### src/rtl/sequence_generator.sv
// sequence_generator: parallel-in serial-out word shifter with ready/valid load and optional inter-word gap
module sequence_generator #(
  parameter int WIDTH = 8,
  parameter int GAP = 0,
  parameter logic IDLE_LEVEL = 1'b0
) (
  input  logic             clk,
  input  logic             reset,
  input  logic [WIDTH-1:0] data_in,
  input  logic             load_valid,
  output logic             load_ready,
  output logic             so,
  output logic             so_valid,
  output logic             busy,
  output logic             done
);
  localparam logic [1:0] ST_IDLE = 2'd0;
  localparam logic [1:0] ST_SHIFT = 2'd1;
  localparam logic [1:0] ST_GAP = 2'd2;
  localparam int CW = (WIDTH > 256) ? $clog2(WIDTH) : 8;
  localparam logic [CW-1:0] LAST_BIT = CW'(WIDTH - 1);
  localparam logic [CW-1:0] LAST_GAP = CW'((GAP > 0) ? GAP - 1 : 0);
  logic [1:0] state_q, state_d;
  logic [CW-1:0] cnt_q, cnt_d;
  logic [WIDTH-1:0] sr_q, sr_d;
  logic so_q, so_d, so_valid_q, so_valid_d, done_q, done_d;
  logic last_bit, accept;
  assign last_bit = (state_q == ST_SHIFT) && (cnt_q == LAST_BIT);
  assign load_ready = (state_q == ST_IDLE) || (GAP == 0 && last_bit);
  assign accept = load_valid && load_ready;
  assign busy = (state_q == ST_SHIFT) || (state_q == ST_GAP);
  assign so = so_q;
  assign so_valid = so_valid_q;
  assign done = done_q;
  // next state: load on handshake, shift until the last bit, then gap or idle; illegal codes fall to idle
  always_comb begin
    state_d = ST_IDLE;
    cnt_d = '0;
    sr_d = sr_q;
    if (accept) begin
      state_d = ST_SHIFT;
      sr_d = data_in;
    end else if (state_q == ST_SHIFT && !last_bit) begin
      state_d = ST_SHIFT;
      cnt_d = cnt_q + 1'b1;
      sr_d = {sr_q[WIDTH-2:0], 1'b0};
    end else if ((last_bit && GAP > 0) || (state_q == ST_GAP && cnt_q != LAST_GAP)) begin
      state_d = ST_GAP;
      cnt_d = (state_q == ST_GAP) ? cnt_q + 1'b1 : '0;
    end
    so_d = (state_d == ST_SHIFT) ? sr_d[WIDTH-1] : IDLE_LEVEL;
    so_valid_d = state_d == ST_SHIFT;
    done_d = (state_d == ST_SHIFT) && (cnt_d == LAST_BIT);
  end
  // state and registered serial outputs; reset aborts any word in flight
  always_ff @(posedge clk) begin
    if (reset) begin
      state_q <= ST_IDLE;
      cnt_q <= '0;
      sr_q <= '0;
      so_q <= IDLE_LEVEL;
      so_valid_q <= 1'b0;
      done_q <= 1'b0;
    end else begin
      state_q <= state_d;
      cnt_q <= cnt_d;
      sr_q <= sr_d;
      so_q <= so_d;
      so_valid_q <= so_valid_d;
      done_q <= done_d;
    end
  end
endmodule

### config.mk
export PLATFORM = sky130hd
export DESIGN_NAME = sequence_generator
export DESIGN_NICKNAME = d
export VERILOG_FILES = /design/src/rtl/sequence_generator.sv
export SDC_FILE = /design/constraint.sdc
export NUM_CORES = 1
export LEC_CHECK = 0
export CORE_ASPECT_RATIO = 0.6
export CORE_MARGIN = 4
export CORE_UTILIZATION = 28
export CTS_CLUSTER_SIZE = 40
export DETAILED_ROUTE_END_ITERATION = 8
export PLACE_DENSITY = 0.53
export SETUP_SLACK_MARGIN = 0.05
export SYNTH_ARGS = -nofsm -noshare
export SYNTH_HDL_FRONTEND = slang
export SYNTH_SLANG_ARGS = --single-unit
export TNS_END_PERCENT = 10
### constraint.sdc
create_clock -name clk -period 2.5 [get_ports clk]
set_clock_uncertainty 0.2 [all_clocks]
set_input_delay 0.625 -clock clk [delete_from_list [all_inputs] [get_ports clk]]
set_output_delay 0.625 -clock clk [all_outputs]
set_load 0.005 [all_outputs]
* Word level (Yosys, flattened, before mapping)
Cells that the tools add are included.
Widths: inputs -> output; s select.
** Cells by class
- Bitwise gates (word level) :: 1
- Multiplexer cells :: 9
- Eq/ne operators :: 5
- Reductions and logical operators :: 12
- $add $sub $neg :: 1
** Operators by type and width (number)
- $mux 8 :: 6
- $eq 8x3->1 const B :: 2
- $add 8x1->8 const B :: 1
- $reduce_bool 8->1 :: 1
- $mux 2 :: 3
- $logic_and 1x1->1 :: 5
- $eq 2x1->1 const B :: 2
- $eq 2x2->1 const B :: 1
- $logic_not 2->1 :: 1
- $logic_or 1x1->1 :: 2
- $reduce_bool 2->1 :: 1
- $reduce_or 2->1 :: 1
- $logic_not 1->1 :: 1
- $not 1->1 :: 1
** Word-level totals
- Output and inout bits :: 5
- Word-level logic and storage cells :: 35
- Bits of input ports :: 11
- Bits in registers :: 21

* Logic depth before layout (Yosys ltp)
- Word-level depth :: 9
- Mapped depth :: 6
- Mapped depth without buffers :: 6

* Least setup slack after synthesis
Ideal clock, no wire load.
- Path type :: reg2out
- Start :: reg cnt_q[0]
- End :: out load_ready
- Data arrival time :: 1.296 ns
- Stages on the path, launching flop included :: 5
- Setup slack :: 0.379 ns
- Data required time :: 1.675 ns
- Path buffers :: 1
- Cells stage by stage :: dfxtp_1 ha_1 and4bb_1 a31o_2 clkbuf_1
** Between the ends
- Word-level cells in the longest chain between the ends :: 3
** RTL lines
- start: declaration :: line 24 : logic [CW-1:0] cnt_q, cnt_d;
- start signal: assignment :: line 66 : cnt_q <= cnt_d;
- $eq 8x3->1 :: line 28 : assign last_bit = (state_q == ST_SHIFT) && (cnt_q == LAST_BIT);
- $logic_and 1x1->1 :: line 28
- $logic_or 1x1->1 :: line 29 : assign load_ready = (state_q == ST_IDLE) || (GAP == 0 && last_bit);
- end: declaration :: line 11 : output logic load_ready,
Every way passes these cells.

* Final worst setup path
- Start :: reg cnt_q[1]
- End :: out load_ready
Same word-level chain as after synthesis.

==> impl_results.md <==
- Req. time, crit path: 1670 ps
- Critical path class: flip-flop to primary output
- IR Drop Worst-Case VDD: 0.176 mV
- Hold violation total from the final report: 0
- Reg2Reg Depth: 7
- Critical-path cell list: ha_4 > and4bb_1 > a31o_2 > dlygate4sd2_1
- Worst flop-to-flop path endpoint: cnt_q[5]
- CTS tree: yes
- Core Util, Final: 0.390
- Flops & latches, synth: 20
- Max frequency: 426 MHz
- Die width: 84.3 um
- Slew Limit Fails: 0
- Layout cells sized above 1: 0.146
- Int Pwr: 527 uW
- Fin worst setup slack: 152 ps
- Dpl hpwl: 1640 um
- Die Y: 53.8 um
- Port bufs: 15
- # setup viols final: 0
- GRT overflow: 0
- Unrepaired setup endpoints after global routing: false
- Asr flop ratio synth: 0
- Nets@finish: 140
- DR WL/cell: 12.7 um
- Setup tns final: 0 ps
- Fillers: 333
- Sequential Power Share: 0.496
- DP Worst Slack: 67.3 ps
- LEAKAGE: 0.486 nW
- Clock Sinks: 20
- # IOs: 16
- HP Start: sr_q[5]
- Hold Crit Class: flip-flop to flip-flop
- Post-synthesis cell type count: 35
- Reg-to-reg slack, setup: 280 ps
- Most common cell after layout, fill and taps aside: dfxtp_1
- Status: finished, final reports clean
- Largest net degree at the start of global routing: 12
- Post-synth top flop: dfxtp_1
- CTS Buf Count: 3
- Deepest clock path buffer count: 2
- WHS Endpoint: sr_q[6]
- Worst path slowest cell: dfxtp_4
- Sequential area share after synthesis: 0.410
- Most frequent cells in the layout: dfxtp_1 (18), clkdlybuf4s50_1 (14), nor2_1 (7), nor2b_1 (7), buf_4 (7)
- Pwr dens: 533 nW/um^2
- Critical Path Max Stage Delay: 370 ps
- Syn nets: 117
- Max Cap Violations: 0
- Vias in the first global route: 659
- Worst-path maximum fanout: 5
- Clock latency on the worst-skew pair: 260 ps
- Initial antenna violation count: 0
- Drt first pass iters: 4
- Switching share of power: 0.233
- Worst setup EP type: primary output
- Critical path launch point: cnt_q[1]
- Vias per cell: 4.80
- Synth Warn #: 0
- Worst Max-Slew Pin Slew: 422 ps
- Initial Util: 0.296
- WHS Path Cells: 2
- # DRC: 0
- Synthesized instance count: 101
- FP Rows: 16
- Period minus WS final: 2350 ps
- First-pass GRT wire length: 3310 um
- Setup crit start kind: flip-flop
- DR vias: 806
- Mapped Avg Cell Area: 9.68 um^2
- P_sw: 160 uW
- Comb pwr share: 0.145
- Worst r2r src: cnt_q[0]
- Overall Power: 687 uW
- 1st-iter DRT viols: 53
- Max H-tree Level: 1
- Post-Syn Area: 977 um^2
- CP arrival: 1520 ps
- Slew HR: 0.711
- CORE AREA: 3300 um^2
- Clock share of power: 0.359
- GRT Total Usage: 0.0940
- Clock Pin Slew Worst Setup and Hold Paths: 70 ps
- WL final: 2130 um
- Synth-to-Final Area Change: 31.9%
- EDFF count, synth: 0
- GPL Wtd Cong: 0.755
- Routed Antenna Nets: 0
- Diodes inserted: 0
- Die ar.: 4530 um^2
- Part of the cycle the worst path needs: 0.939
- CTS Root Cell: clkbuf_8
==> cells by family (layout without fill, tap and decap cells) <==
| family | count (synthesis) | count (layout) | synth area share |
|---|---|---|---|
| adder cells (fa/ha/maj) | 5 | 5 | 0.0640 |
| AND/OR/NAND/NOR | 32 | 32 | 0.187 |
| flip-flops | 20 | 20 | 0.410 |
| buffers and inverters | 10 | 32 | 0.0423 |
| XOR/XNOR | 5 | 5 | 0.0448 |
| multiplexers | 6 | 6 | 0.0615 |
| AO/OA/AOI/OAI | 23 | 23 | 0.191 |
==> Yosys cell counts, types with 2 or more instances <==
| library cell | count | area (um^2) |
|---|---|---|
| a21boi_0 | 2 | 15.0 |
| nand3_1 | 6 | 30.0 |
| a221oi_1 | 6 | 52.6 |
| nor2b_1 | 7 | 43.8 |
| nor2_1 | 7 | 26.3 |
| xor2_1 | 3 | 26.3 |
| a21oi_1 | 2 | 10.0 |
| ha_1 | 5 | 62.6 |
| nor3_1 | 2 | 10.0 |
| o21ai_0 | 2 | 10.0 |
| inv_1 | 6 | 22.5 |
| clkbuf_1 | 3 | 11.3 |
| nand2_1 | 3 | 11.3 |
| xnor2_1 | 2 | 17.5 |
| mux2i_1 | 6 | 60.1 |
| dfxtp_1 | 20 | 400 |
==> power by group through the flow <==
stage / clock [mW] / combinational (mW) / sequential (mW)
6_report: 0.247 / 0.0999 / 0.340
5_1_grt: 0.259 / 0.109 / 0.342
4_1_cts: 0.249 / 0.0998 / 0.340
3_5_place_dp: 0 / 0.100 / 0.348
3_3_place_gp: 0 / 0.0996 / 0.348
2_1_floorplan: 0 / 0.0551 / 0.347
==> routing by layer <==
layer	global-route usage	part of all wire	vias to the layer above
met4	0.0160	0.0038	0
met2	0.114	0.37	20
met5	0	0	-
met1	0.156	0.57	366
li1	-	-	418
met3	0.0245	0.061	2
==> how the worst max path moves through the flow <==
stage | endpoint | slack, ps | depth (start not counted)
after global routing | load_ready | 100 | 4
after detailed placement | load_ready | 70 | 4
after floorplan | load_ready | 380 | 4
after CTS | load_ready | 150 | 4
after global placement | load_ready | 130 | 4
final | load_ready | 150 | 4
==> timing repair <==
item,CTS,global route
resized for setup,6,0
hold endpoints to repair,0,0
hold buffers,0,0
setup endpoints to repair,1,0
setup buffers,1,0
==> registers in the layout, summed over array words and instances (netlist names) <==
signal / cells
cnt_q: 8
sr_q: 7
state_q: 2
done: 1
so: 1
so_valid: 1
==> stage by stage <==
stage | area (um^2) | instances | hold WS (ps)
floorplan | 977 | 101 | 261
detailed placement | 1210 | 163 | 342
finish | 1290 | 168 | 373
CTS | 1290 | 168 | 370
global route | 1290 | 168 | 395
global placement | 1210 | 163 | 345
==> worst max-delay path, delay by kind of cell (launching register included) <==
kind	cells	cell delay (ps)
compound gates	1	240
fa+ha+maj	1	170
buf+inv	1	260
flops	1	370
simple gates	1	220
==> final cells by class <==
| cell class | count | area (um^2) | share of cell area |
|---|---|---|---|
| timing repair buffer | 22 | 201 | 0.156 |
| sequential | 20 | 405 | 0.315 |
| tap | 45 | 56.3 | 0.0437 |
| inverter | 6 | 22.5 | 0.0175 |
| multi-input combinational | 71 | 548 | 0.425 |
| clock buffer | 4 | 55.1 | 0.0427 |
Power figures use the tool's default switching activity.
